### src/rtl/val2_shift_unit_if.sv
// Handshake and operand bundle for val2_shift_unit.
// master: the issuing EXE stage (drives request, flush and out_ready).
// slave : the shift unit (drives in_ready, out_valid, result, carry_out).
interface val2_shift_unit_if #(
  parameter int unsigned WIDTH = 32
);
  logic             flush;
  logic             in_valid;
  logic             in_ready;
  logic [WIDTH-1:0] rm_val;
  logic [7:0]       rs_val;
  logic             imm;
  logic             ld_or_str;
  logic [11:0]      shift_operand;
  logic             carry_in;
  logic             out_valid;
  logic             out_ready;
  logic [WIDTH-1:0] result;
  logic             carry_out;

  modport master (
    output flush, in_valid, rm_val, rs_val, imm, ld_or_str, shift_operand,
           carry_in, out_ready,
    input  in_ready, out_valid, result, carry_out
  );

  modport slave (
    input  flush, in_valid, rm_val, rs_val, imm, ld_or_str, shift_operand,
           carry_in, out_ready,
    output in_ready, out_valid, result, carry_out
  );
endinterface

### src/rtl/val2_shift_unit.sv
// Iterative Val2 operand generator: shifts STEP bit positions per cycle and
// produces the ALU second operand plus the shifter carry-out.
// Ports:
//   clk  - clock, rising edge
//   rst  - asynchronous active-high reset
//   bus  - val2_shift_unit_if.slave: request (in_valid/in_ready + operands),
//          flush, and result (out_valid/out_ready, result, carry_out)
module val2_shift_unit #(
  parameter int unsigned WIDTH = 32,
  parameter int unsigned STEP  = 4
) (
  input logic              clk,
  input logic              rst,
  val2_shift_unit_if.slave bus
);

  localparam int unsigned CW = $clog2(WIDTH + 1);
  localparam int unsigned LW = $clog2(WIDTH);

  typedef enum logic [1:0] {IDLE, SHIFT, DONE} state_e;
  typedef enum logic [1:0] {OP_LSL = 2'b00, OP_LSR = 2'b01,
                            OP_ASR = 2'b10, OP_ROR = 2'b11} op_e;

  state_e           state_q;
  op_e              op_q;
  logic [WIDTH-1:0] work_q;
  logic [WIDTH-1:0] result_q;
  logic [CW-1:0]    rem_q;
  logic             carry_q;
  logic             zero_co_q;

  // Accept-time decode: mode, effective amount, or a direct (N=0) result.
  logic [7:0]       amount;
  op_e              reg_op;
  logic             acc_direct;
  logic [WIDTH-1:0] acc_res;
  logic             acc_co;
  logic [WIDTH-1:0] acc_val;
  op_e              acc_op;
  logic [CW-1:0]    acc_rem;
  logic             acc_zero_co;

  always_comb begin
    amount      = bus.shift_operand[4] ? bus.rs_val : {3'b000, bus.shift_operand[11:7]};
    reg_op      = op_e'(bus.shift_operand[6:5]);
    acc_direct  = 1'b1;
    acc_res     = bus.rm_val;
    acc_co      = bus.carry_in;
    acc_val     = bus.rm_val;
    acc_op      = OP_ROR;
    acc_rem     = '0;
    acc_zero_co = 1'b0;
    if (bus.ld_or_str) begin
      acc_res = {{(WIDTH-12){bus.shift_operand[11]}}, bus.shift_operand};
    end else if (bus.imm) begin
      acc_res = {{(WIDTH-8){1'b0}}, bus.shift_operand[7:0]};
      if (bus.shift_operand[11:8] != 4'd0) begin
        acc_direct = 1'b0;
        acc_val    = {{(WIDTH-8){1'b0}}, bus.shift_operand[7:0]};
        acc_rem    = CW'({bus.shift_operand[11:8], 1'b0});
      end
    end else if (amount != 8'd0) begin
      if (reg_op == OP_ROR) begin
        // A non-zero multiple of WIDTH is a full rotation: value unchanged,
        // carry is the MSB.
        if (amount[LW-1:0] == '0) begin
          acc_co = bus.rm_val[WIDTH-1];
        end else begin
          acc_direct = 1'b0;
          acc_rem    = CW'(amount[LW-1:0]);
        end
      end else begin
        acc_direct = 1'b0;
        acc_op     = reg_op;
        // Over-range shifts saturate at WIDTH; LSL/LSR then drop the carry.
        if ({1'b0, amount} > 9'(WIDTH)) begin
          acc_rem     = CW'(WIDTH);
          acc_zero_co = (reg_op != OP_ASR);
        end else begin
          acc_rem = CW'(amount);
        end
      end
    end
  end

  // One iteration: shift by k = min(STEP, remaining), capture last bit out.
  logic [CW-1:0]    step_k;
  logic [WIDTH-1:0] step_val;
  logic             step_bit;
  logic [WIDTH:0]   lsl_ext;
  logic [WIDTH:0]   lsr_ext;
  logic [WIDTH:0]   asr_ext;
  logic [WIDTH-1:0] ror_val;

  always_comb begin
    step_k   = (rem_q > CW'(STEP)) ? CW'(STEP) : rem_q;
    lsl_ext  = {1'b0, work_q} << step_k;
    lsr_ext  = {work_q, 1'b0} >> step_k;
    asr_ext  = $signed({work_q, 1'b0}) >>> step_k;
    ror_val  = (work_q >> step_k) | (work_q << (CW'(WIDTH) - step_k));
    step_val = work_q;
    step_bit = 1'b0;
    case (op_q)
      OP_LSL: begin step_val = lsl_ext[WIDTH-1:0]; step_bit = lsl_ext[WIDTH];   end
      OP_LSR: begin step_val = lsr_ext[WIDTH:1];   step_bit = lsr_ext[0];       end
      OP_ASR: begin step_val = asr_ext[WIDTH:1];   step_bit = asr_ext[0];       end
      default: begin step_val = ror_val;           step_bit = ror_val[WIDTH-1]; end
    endcase
  end

  // Control FSM and datapath registers.
  always_ff @(posedge clk or posedge rst) begin
    if (rst) begin
      state_q   <= IDLE;
      op_q      <= OP_LSL;
      work_q    <= '0;
      result_q  <= '0;
      rem_q     <= '0;
      carry_q   <= 1'b0;
      zero_co_q <= 1'b0;
    end else begin
      case (state_q)
        IDLE: begin
          if (!bus.flush && bus.in_valid) begin
            if (acc_direct) begin
              result_q <= acc_res;
              carry_q  <= acc_co;
              state_q  <= DONE;
            end else begin
              work_q    <= acc_val;
              op_q      <= acc_op;
              rem_q     <= acc_rem;
              zero_co_q <= acc_zero_co;
              state_q   <= SHIFT;
            end
          end
        end
        SHIFT: begin
          if (bus.flush) begin
            rem_q   <= '0;
            state_q <= IDLE;
          end else begin
            work_q <= step_val;
            rem_q  <= rem_q - step_k;
            if (rem_q == step_k) begin
              result_q <= step_val;
              carry_q  <= step_bit & ~zero_co_q;
              state_q  <= DONE;
            end
          end
        end
        DONE: begin
          if (bus.flush || bus.out_ready) state_q <= IDLE;
        end
        default: state_q <= IDLE;
      endcase
    end
  end

  assign bus.in_ready  = (state_q == IDLE);
  assign bus.out_valid = (state_q == DONE);
  assign bus.result    = result_q;
  assign bus.carry_out = carry_q;

endmodule
### src/flat_wrapper.sv
// flat-port wrapper written by rule: the top's interface ports become plain ports
module val2_shift_unit_flat 
#(
  parameter int unsigned WIDTH = 32,
  parameter int unsigned STEP  = 4
)
  (clk, rst, bus_flush, bus_in_valid, bus_rm_val, bus_rs_val, bus_imm, bus_ld_or_str, bus_shift_operand, bus_carry_in, bus_out_ready, bus_in_ready, bus_out_valid, bus_result, bus_carry_out);
  val2_shift_unit_if #(.WIDTH(WIDTH)) bus_i ();
  input logic clk;
  input logic rst;
  input wire logic [$bits(bus_i.flush)-1:0] bus_flush;
  input wire logic [$bits(bus_i.in_valid)-1:0] bus_in_valid;
  input wire logic [$bits(bus_i.rm_val)-1:0] bus_rm_val;
  input wire logic [$bits(bus_i.rs_val)-1:0] bus_rs_val;
  input wire logic [$bits(bus_i.imm)-1:0] bus_imm;
  input wire logic [$bits(bus_i.ld_or_str)-1:0] bus_ld_or_str;
  input wire logic [$bits(bus_i.shift_operand)-1:0] bus_shift_operand;
  input wire logic [$bits(bus_i.carry_in)-1:0] bus_carry_in;
  input wire logic [$bits(bus_i.out_ready)-1:0] bus_out_ready;
  output wire logic [$bits(bus_i.in_ready)-1:0] bus_in_ready;
  output wire logic [$bits(bus_i.out_valid)-1:0] bus_out_valid;
  output wire logic [$bits(bus_i.result)-1:0] bus_result;
  output wire logic [$bits(bus_i.carry_out)-1:0] bus_carry_out;
  assign bus_i.flush = bus_flush;
  assign bus_i.in_valid = bus_in_valid;
  assign bus_i.rm_val = bus_rm_val;
  assign bus_i.rs_val = bus_rs_val;
  assign bus_i.imm = bus_imm;
  assign bus_i.ld_or_str = bus_ld_or_str;
  assign bus_i.shift_operand = bus_shift_operand;
  assign bus_i.carry_in = bus_carry_in;
  assign bus_i.out_ready = bus_out_ready;
  assign bus_in_ready = bus_i.in_ready;
  assign bus_out_valid = bus_i.out_valid;
  assign bus_result = bus_i.result;
  assign bus_carry_out = bus_i.carry_out;
  val2_shift_unit #(.WIDTH(WIDTH), .STEP(STEP)) u_core (.clk(clk), .rst(rst), .bus(bus_i));
endmodule
### config.mk
export PLATFORM = sky130hd
export DESIGN_NAME = val2_shift_unit_flat
export DESIGN_NICKNAME = d
export VERILOG_FILES = /design/src/rtl/val2_shift_unit_if.sv /design/src/rtl/val2_shift_unit.sv /design/src/flat_wrapper.sv
export SDC_FILE = /design/constraint.sdc
export NUM_CORES = 1
export LEC_CHECK = 0
export BUFFER_PORTS_ARGS = -buffer_cell sky130_fd_sc_hd__buf_2
export CAP_MARGIN = 20
export CORE_MARGIN = 3
export CORE_UTILIZATION = 45
export DETAILED_ROUTE_END_ITERATION = 8
export PLACE_DENSITY = 0.77
export SLEW_MARGIN = 30
export SYNTH_ARGS = -nofsm -noshare
export SYNTH_HDL_FRONTEND = slang
export SYNTH_SLANG_ARGS = --single-unit
### constraint.sdc
create_clock -name clk -period 4.25 [get_ports clk]
set_input_delay 0.6375 -clock clk [delete_from_list [all_inputs] [get_ports clk]]
set_output_delay 0.6375 -clock clk [all_outputs]
set_load 0.01 [all_outputs]
* After elaboration in Yosys (flattened, before gate mapping)
Index checks and enable logic that the tools add are counted.
** Word-level totals
- Output and inout bits :: 35
- Word-level logic and storage cells :: 108
- Bits in registers :: 76
- Input bits :: 60
** Operators by class
- Reductions and logical operators :: 14
- Add/sub/neg operators :: 2
- Shift operators :: 5
- Bitwise gates (word level) :: 4
- Order comparisons :: 2
- Equality and inequality tests :: 14
- Muxes and demuxes :: 60
** Operator list (number)
- 2-to-1 mux 32 bit :: 12
- case mux 32 bit (2 select lines) :: 2
- case mux 32 bit (3 select lines) :: 1
- 2-to-1 mux 6 bit :: 9
- << shifter 32 x 6 -> 33 bit :: 1
- right shift 33 x 6 -> 33 bit :: 1
- >>> shifter 33 x 6 -> 33 bit :: 1
- OR 32 bit :: 1
- << shifter 32 x 6 -> 32 bit :: 1
- right shift 32 x 6 -> 32 bit :: 1
- 2-to-1 mux 1 bit :: 20
- 2-to-1 mux 2 bit :: 9
- case mux 6 bit (2 select lines) :: 1
- 2-to-1 mux 5 bit :: 2
- AND reduction 3 bit :: 3
- greater-than comparator 8 x 6 -> 1 bit (second input constant) :: 1
- 2-to-1 mux 8 bit :: 1
- inequality test 2 x 1 -> 1 bit (second input constant) :: 4
- nonzero test 8 bit :: 1
- == test 2 bit (second input constant) :: 3
- == test 6 bit :: 1
- greater-than comparator 6 x 3 -> 1 bit (second input constant) :: 1
- inequality test 2 bit (second input constant) :: 3
- case mux 2 bit (3 select lines) :: 1
- other kinds (17) :: 20

* Logic depth before layout (Yosys ltp)
Gate-level depths: netlist of the first run.
- Depth in word-level cells :: 10
- Mapped depth :: 15
- Depth with buffers taken out :: 11

* Least setup slack after synthesis of the first run
No wires, ideal clock.
- Kind :: register -> register
- Start :: register u_core.rem_q[2]
- End :: register u_core.work_q[22]
- Setup slack :: 0.696 ns
- Required time :: 4.129 ns
- Library setup time :: 0.121 ns
- Path buffers :: 6
- Stages on the path, launching flop included :: 15
- Data arrival time :: 3.433 ns
- Clock period less this slack :: 3.554 ns
- Cell sequence :: dfrtp_1 > buf_6 > nor4_2 > and2_1 > buf_2 > inv_2 > buf_1 > ha_1 > buf_2 > clkbuf_1 > clkbuf_1 > nor2_1 > o41ai_1 > nand3_1 > o22a_1
** On the way
- Cells in the longest elaborated chain, start to end :: 8
- Elaborated cells on any way between the ends :: 12
- Those cells by class :: add/sub (1); order compare (1); shift (5); mux (4); bitwise (1)
** RTL lines
- start: declaration :: RTL line val2_shift_unit.sv:28 : logic [CW-1:0] rem_q;
- start signal: assignment :: RTL line val2_shift_unit.sv:132 : rem_q <= acc_rem;
- start signal: assignment :: RTL line val2_shift_unit.sv:144 : rem_q <= rem_q - step_k;
- greater-than comparator 6 x 3 -> 1 bit :: RTL line val2_shift_unit.sv:96 : step_k = (rem_q > CW'(STEP)) ? CW'(STEP) : rem_q;
- 2-to-1 mux 6 bit * :: RTL line val2_shift_unit.sv:96
- subtractor 6 bit :: RTL line val2_shift_unit.sv:100 : ror_val = (work_q >> step_k) | (work_q << (CW'(WIDTH) - step_k));
- << shifter 32 x 6 -> 32 bit :: RTL line val2_shift_unit.sv:100
- OR 32 bit :: RTL line val2_shift_unit.sv:100
- case mux 32 bit (3 select lines) * :: RTL line val2_shift_unit.sv:103 : case (op_q)
- 2-to-1 mux 32 bit * :: RTL line val2_shift_unit.sv:139 : if (bus.flush) begin
- case mux 32 bit (2 select lines) * :: RTL line val2_shift_unit.sv:122 : case (state_q)
- end signal: assignment :: RTL line val2_shift_unit.sv:130 : work_q <= acc_val;
- end signal: assignment :: RTL line val2_shift_unit.sv:143 : work_q <= step_val;
- end: declaration :: RTL line val2_shift_unit.sv:26 : logic [WIDTH-1:0] work_q;
Every way passes the cells marked *; elsewhere a longest branch is shown, timed or not. The select of a mux whose other input is x is not followed.
A chain may end at the register's enable or synchronous reset.

* Worst setup path in the final report of the first run
- Start :: register u_core.rem_q[2]
- End :: register u_core.carry_q (netlist: u_core.bus.carry_out)
** On the way
- Cells in the longest elaborated chain, start to end :: 10
- Elaborated cells on any way between the ends :: 17
- Those cells by class :: add/sub (1); order compare (1); eq/ne (2); shift (5); mux (5); bitwise (2); reduce/logical (1)
** RTL lines
- greater-than comparator 6 x 3 -> 1 bit :: RTL line val2_shift_unit.sv:96
- 2-to-1 mux 6 bit :: RTL line val2_shift_unit.sv:96
- subtractor 6 bit :: RTL line val2_shift_unit.sv:100
- << shifter 32 x 6 -> 32 bit :: RTL line val2_shift_unit.sv:100
- OR 32 bit :: RTL line val2_shift_unit.sv:100
- case mux 1 bit (3 select lines) :: RTL line val2_shift_unit.sv:103
- AND 1 bit :: RTL line val2_shift_unit.sv:147 : carry_q <= step_bit & ~zero_co_q;
- 2-to-1 mux 1 bit :: RTL line val2_shift_unit.sv:145 : if (rem_q == step_k) begin
- 2-to-1 mux 1 bit :: RTL line val2_shift_unit.sv:139
- case mux 1 bit (2 select lines) :: RTL line val2_shift_unit.sv:122
- end signal: assignment :: RTL line val2_shift_unit.sv:127 : carry_q <= acc_co;
- end signal: assignment :: RTL line val2_shift_unit.sv:147
- end: declaration :: RTL line val2_shift_unit.sv:29 : logic carry_q;
Parallel ways exist; a longest one is shown, timed or not. The select of a mux whose other input is x is not followed.

==> reports/qor.csv, run 1 <==
stage;metric;value;unit
run_status;status;completed;
floorplanning;Die W;134.0;microns
clock_network;root buf cell;clkbuf_16;
global_route;gr usage total;0.2945;
global_route;first-pass GRT wire length;42.59;mm
floorplanning;Die Y;134.0;microns
timing;setup TNS;0;ps
floorplanning;area of the core;15940;sq um
routing;DRT Pass-1 Iters;8;
yosys;Netlist cell types;72;
routing;overall routed net length;26.88;mm
floorplanning;Initial Util;0.4625;
routing;via count;8250;
floorplanning;number of placement rows;46;
timing;relative slew slack;0.3749;
floorplanning;die area;17960;sq um
setup_path;most numerous cell on the critical path;a21oi_1;
routing;Vias/cell;6.796;
clock_network;CTS tree;built;
cells_and_area;ANT cells;0;
yosys;flops & latches, synth;76;
global_route;vias in the first global route;7712;
routing;WL per Instance;22.14;microns
clock_network;number of buffers added for setup after CTS;0;
setup_path;cell family with most CP delay;compound AO/OA/AOI/OAI gates;
power;overall power;0.005056;W
timing;Fmax;0.2941;GHz
yosys;Post-synth top flop;dfrtp_1;
global_route;antenna violations before repair;0;
power;Peak supply drop;0.3235;mV
yosys;Post-Synthesis Cell Area;7373;sq um
routing;DRT antenna net count;0;
setup_path;Critical Path AT;3640;ps
setup_path;Critical Path End;u_core.bus.carry_out$_DFFE_PP0P_;
power;Power Dens Cells;619.9;nW/um^2
timing;fin crit share;0.8000;
setup_path;slowest cell on the critical path;or4_4;
timing;Worst Tran Pin Value;937.6;ps
clock_network;Longest Clk Path Bufs;2;
setup_path;FF-to-FF path depth;11;
setup_path;Critical Path Source Type;register;
floorplanning;IO Pins;95;
timing;final setup skew;11.95;ps
clock_network;Post-CTS Hold Buffers;0;
yosys;Synth top area share;0.2579;
timing;Final Setup Violations;0;
placement;hpwl dp;18.38;mm
yosys;synthesized instance count;970;
clock_network;H-tree Lvls;3;
setup_path;beginning of the critical path;u_core.rem_q[2]$_DFFE_PP0P_;
clock_network;total CTS buffers;9;
yosys;Post-Syn Nets;1032;
setup_path;largest stage delay on the critical path;610;ps
cells_and_area;Area growth syn-to-layout;10.61;%
cells_and_area;Nets;1055;
global_route;pin count of the biggest net entering global routing;78;
timing;max-slew violation count;0;
setup_path;Worst setup EP type;register;
placement;Final GP Congestion;1.010;
setup_path;stages on the worst setup path;11;
yosys;post-synthesis sequential area ratio;0.2579;
cells_and_area;fin util;0.5115;
global_route;gr ovfl total;0;
routing;DRC viols;0;
cells_and_area;final instance area;8155;sq um
yosys;Post-synth EDFFs;0;
clock_network;clk_lat worst skew;350;ps
yosys;Synth area leaders;dfrtp_1, a21oi_1, nand2_1;
setup_path;crit-path cells;or4_4, nor2_8, inv_2, ha_1, buf_4, a21oi_1, a32oi_1, o21ai_0, a21oi_1, nor3_1, o41ai_1;
flow_run;Max Cap Violations;0;
min_path;Worst Hold Class;input pin to async pin;
cells_and_area;Fillers;1510;
cells_and_area;most frequent cells in the layout;nand2_1, a21oi_1, buf_2, nor2_1, dfrtp_1;
clock_network;number of gates resized after CTS;0;
setup_path;worst-path fanout max;18;
cells_and_area;commonest non-fill, non-tap cell in the layout;nand2_1;
timing;Final Hold Vio Count;0;
placement;placed cell areas;7859;sq um
routing;first-iteration detailed-routing DRC count;1342;
timing;RSZ-0062 raised after global routing;false;
yosys;Yosys top cell by area;dfrtp_1;
setup_path;FF-to-FF setup slack;850;ps
placement;Port-buffer cells;94;
clock_network;Sink Count;76;
power;leakage power;3.277;nW
cells_and_area;layout cells sized above 1;0.1874;
setup_path;worst r2r src;u_core.rem_q[2]$_DFFE_PP0P_;
clock_network;Clock transition at path regs;60;ps
setup_path;Data required, critical path;4490;ps
yosys;syn avg cell area;7.601;sq um
setup_path;Setup CP Type;register to register;
yosys;Post-synth ARST share;1.000;
yosys;Synth Warn #;0;
setup_path;CP bufs+invs;2;
setup_path;r2r endpoint;u_core.bus.carry_out$_DFFE_PP0P_;
timing;minimum period implied by the final worst setup slack;3400;ps
timing;worst hold margin;435.4;ps
## state kept, by name, summed over array words and instances (netlist names)
register / cells
u_core.bus.result: 32
u_core.work_q: 32
u_core.rem_q: 6
u_core.op_q: 2
u_core.state_q: 2
u_core.bus.carry_out: 1
u_core.zero_co_q: 1
## synthesized netlist by cell type, drive strengths merged, types with 6 or more instances
library cell	instances
o221ai	6
nand3	20
a211o	9
a311oi	7
clkbuf	78
mux2	8
o21ai	68
dfrtp	76
and2	9
nor2b	11
o22a	8
a21oi	119
a211oi	18
a31oi	27
inv	12
nand2	152
nor4	7
mux2i	38
nor3	20
nand2b	7
mux4	25
nor2	88
buf	32
o31ai	6
a22o	12
a22oi	10
a32oi	7
and3	7
## logic make-up (layout without fill, tap and decap cells)
logic type | count (synthesis) | count (layout) | share of synthesized area
multiplexers | 71 | 71 | 0.1432
buffers and inverters | 122 | 150 | 0.07246
AND/OR/NAND/NOR | 336 | 336 | 0.2030
flip-flops | 76 | 76 | 0.2579
AO/OA/AOI/OAI | 362 | 362 | 0.3195
other | 1 | 1 | 0.0005086
adder cells (fa/ha/maj) | 2 | 2 | 0.003393
## layout make-up
class,instances,area [sq um],share of cell area
multi-input cells,772,4959,0.6080
flip-flops and latches,76,1904,0.2335
repair buffers,122,680.7,0.08346
well taps,216,270.3,0.03314
clock buffers,12,246.5,0.03022
clock inverters,4,48.80,0.005983
inverters,12,46.29,0.005677
## how the worst min path moves through the flow
stage	startpoint	to	slack, ps	cells past startpoint
2_1_floorplan	u_core.zero_co_q$_DFFE_PP0P_	u_core.bus.carry_out$_DFFE_PP0P_	440	1
3_3_place_gp	u_core.bus.result[7]$_DFFE_PP0P_	u_core.bus.result[7]$_DFFE_PP0P_	460	1
3_5_place_dp	u_core.bus.result[7]$_DFFE_PP0P_	u_core.bus.result[7]$_DFFE_PP0P_	460	1
4_1_cts	rst	u_core.state_q[1]$_DFFE_PP0P_	470	2
5_1_grt	u_core.zero_co_q$_DFFE_PP0P_	u_core.bus.carry_out$_DFFE_PP0P_	500	1
6_report	rst	u_core.state_q[1]$_DFFE_PP0P_	440	2
## per-stage QoR
step | cells | worst slack, ps
finish | 1214 | 849.8
CTS | 1214 | 927.3
global placement | 1198 | 1011
floorplan | 970 | 695.8
global route | 1214 | 688.2
detailed placement | 1198 | 969.9
## report_power, final
group / internal [W] / switching, W / total [W]
Combinational: 0.00109 / 0.00168 / 0.00277
Sequential: 0.000982 / 0.000513 / 0.00149
Clock: 0.000471 / 0.000316 / 0.000786
## layer usage
layer | routed length, microns | global-route usage | vias up
met5 | 0 | 0 | -
met4 | 1042 | 0.1269 | 0
met3 | 3032 | 0.05401 | 104
met2 | 11990 | 0.4385 | 621
met1 | 10810 | 0.4203 | 3870
li1 | - | - | 3655
No activity file was read; power rests on OpenSTA's default activity.
==> run 2: changes to the inputs <==
==> constraint.sdc (replaced) <==
create_clock -name clk -period 3.3 [get_ports clk]
set_input_delay 0.495 -clock clk [delete_from_list [all_inputs] [get_ports clk]]
set_output_delay 0.495 -clock clk [all_outputs]
set_load 0.01 [all_outputs]
==> reports/qor.csv, run 2 (synthesis gave the netlist of run 1 again) <==
stage;metric;value;unit
run_status;status;completed;
setup_path;FF-to-FF setup slack;220;ps
timing;final setup skew;7.000;ps
placement;worst slack, placed;271.5;ps
floorplanning;die area;17960;sq um
setup_path;worst-path fanout max;12;
setup_path;FF-to-FF path depth;10;
setup_path;crit-path cells;or4_4, nor2_8, inv_2, ha_1, buf_4, mux4_1, nand2b_1, a221oi_1, o21a_1, a22oi_1;
setup_path;stages on the worst setup path;10;
timing;Fmax;0.3245;GHz
clock_network;Post-CTS Hold Buffers;0;
global_route;met3 Usage GRT;0.07239;
placement;hpwl dp;19.11;mm
clock_network;number of buffers added for setup after CTS;0;
clock_network;Longest Clk Path Bufs;2;
cells_and_area;layout cells sized above 1;0.2059;
clock_network;CTS tree;built;
routing;via count;8316;
flow_run;Max Cap Violations;0;
clock_network;clk_lat worst skew;350;ps
routing;WL per Instance;21.91;microns
floorplanning;Die Y;134.0;microns
clock_network;Clock transition at path regs;60;ps
floorplanning;area of the core;15940;sq um
timing;minimum period implied by the final worst setup slack;3081;ps
placement;placed cell areas;8089;sq um
timing;RSZ-0062 raised after global routing;false;
global_route;GR peak layer;met2;
cells_and_area;most frequent cells in the layout;nand2_1, a21oi_1, buf_2, nor2_1, dfrtp_1;
timing;fin worst setup slack;218.7;ps
routing;Vias/cell;6.728;
routing;overall routed net length;27.08;mm
global_route;gr usage total;0.2997;
timing;setup TNS;0;ps
global_route;vias in the first global route;7813;
power;Power Dens Cells;793.3;nW/um^2
routing;DRT antenna net count;0;
cells_and_area;ANT cells;0;
routing;DRC viols;0;
setup_path;cell family with most CP delay;simple AND/OR/NAND/NOR gates;
cells_and_area;fin util;0.5257;
global_route;routing usage on met2;0.4469;
global_route;gr ovfl total;0;
setup_path;Setup CP Type;register to register;
power;Peak supply drop;0.4099;mV
cells_and_area;final instance area;8382;sq um
timing;max-slew violation count;0;
global_route;first-pass GRT wire length;43.13;mm
timing;relative slew slack;0.4204;
setup_path;Critical Path AT;3310;ps
power;leakage power;3.405;nW
floorplanning;IO Pins;95;
routing;first-iteration detailed-routing DRC count;1212;
cells_and_area;Nets;1079;
global_route;met1 Use GR;0.4162;
floorplanning;Initial Util;0.4625;
cells_and_area;Fillers;1526;
clock_network;total CTS buffers;9;
placement;Final GP Congestion;0.9962;
routing;DRT Pass-1 Iters;7;
global_route;pin count of the biggest net entering global routing;78;
floorplanning;Die W;134.0;microns
setup_path;Critical Path Source Type;register;
min_path;Worst Hold Class;input pin to async pin;
setup_path;Data required, critical path;3520;ps
clock_network;H-tree Lvls;3;
timing;Final Hold Vio Count;0;
global_route;antenna violations before repair;0;
clock_network;Sink Count;76;
timing;Worst Tran Pin Value;869.3;ps
setup_path;slowest cell on the critical path;or4_4;
setup_path;Worst setup EP type;register;
cells_and_area;commonest non-fill, non-tap cell in the layout;nand2_1;
placement;Port-buffer cells;94;
timing;Final Setup Violations;0;
setup_path;largest stage delay on the critical path;570;ps
timing;fin crit share;0.9337;
floorplanning;number of placement rows;46;
clock_network;root buf cell;clkbuf_16;
setup_path;CP bufs+invs;2;
clock_network;number of gates resized after CTS;0;
cells_and_area;Area growth syn-to-layout;13.68;%
==> run 2: cell types whose count changed in the layout (fill, tap and decap cells not counted) <==
cell / change
clkbuf_8: +1
clkbuf_1: -1
clkinv_2: -1
buf_12: +4
buf_4: +20
clkinv_4: -1
==> run 2: layout make-up <==
cell class              instances  area [sq um]  area share
clock buffers                  12         256.5     0.03060
flip-flops and latches         76          1904      0.2272
clock inverters                 2         35.03    0.004180
inverters                      12         46.29    0.005523
well taps                     216         270.3     0.03224
multi-input cells             772          4959      0.5916
repair buffers                146         910.9      0.1087
==> run 2: power breakdown <==
group / switching, W / leakage (nW) / internal, W / total (W)
combinational: 0.00222 / 2.36 / 0.00153 / 0.00375
sequential: 0.000623 / 0.899 / 0.00127 / 0.00189
clock: 0.000392 / 0.145 / 0.000617 / 0.00101
==> run 2: metrics by stage <==
stage                     hold slack (ps)  total power (W)  std cells
final                               168.1         0.006650       1236
after detailed placement            469.5         0.005491       1222
after floorplan                     435.1         0.004294        970
after CTS                           182.2         0.006520       1236
after global routing                204.9         0.007010       1236
after global placement              464.0         0.005438       1222
==> run 2: routing by layer <==
metal | part of all wire | up-vias
met5 | 0 | -
met4 | 0.043 | 0
met3 | 0.12 | 110
met2 | 0.44 | 603
met1 | 0.39 | 3895
li1 | - | 3708
==> run 2: worst paths after layout <==
path / from / end
max reg2reg: u_core.rem_q[4]$_DFFE_PP0P_ / u_core.work_q[29]$_DFFE_PP0P_
min: rst / u_core.op_q[1]$_DFFE_PP0P_
max: u_core.rem_q[4]$_DFFE_PP0P_ / u_core.work_q[29]$_DFFE_PP0P_
min reg2reg: u_core.bus.result[10]$_DFFE_PP0P_ / u_core.bus.result[10]$_DFFE_PP0P_
max in group asynchronous: rst / u_core.work_q[12]$_DFFE_PP0P_
min in group clk: bus_rm_val[28] / u_core.bus.result[28]$_DFFE_PP0P_
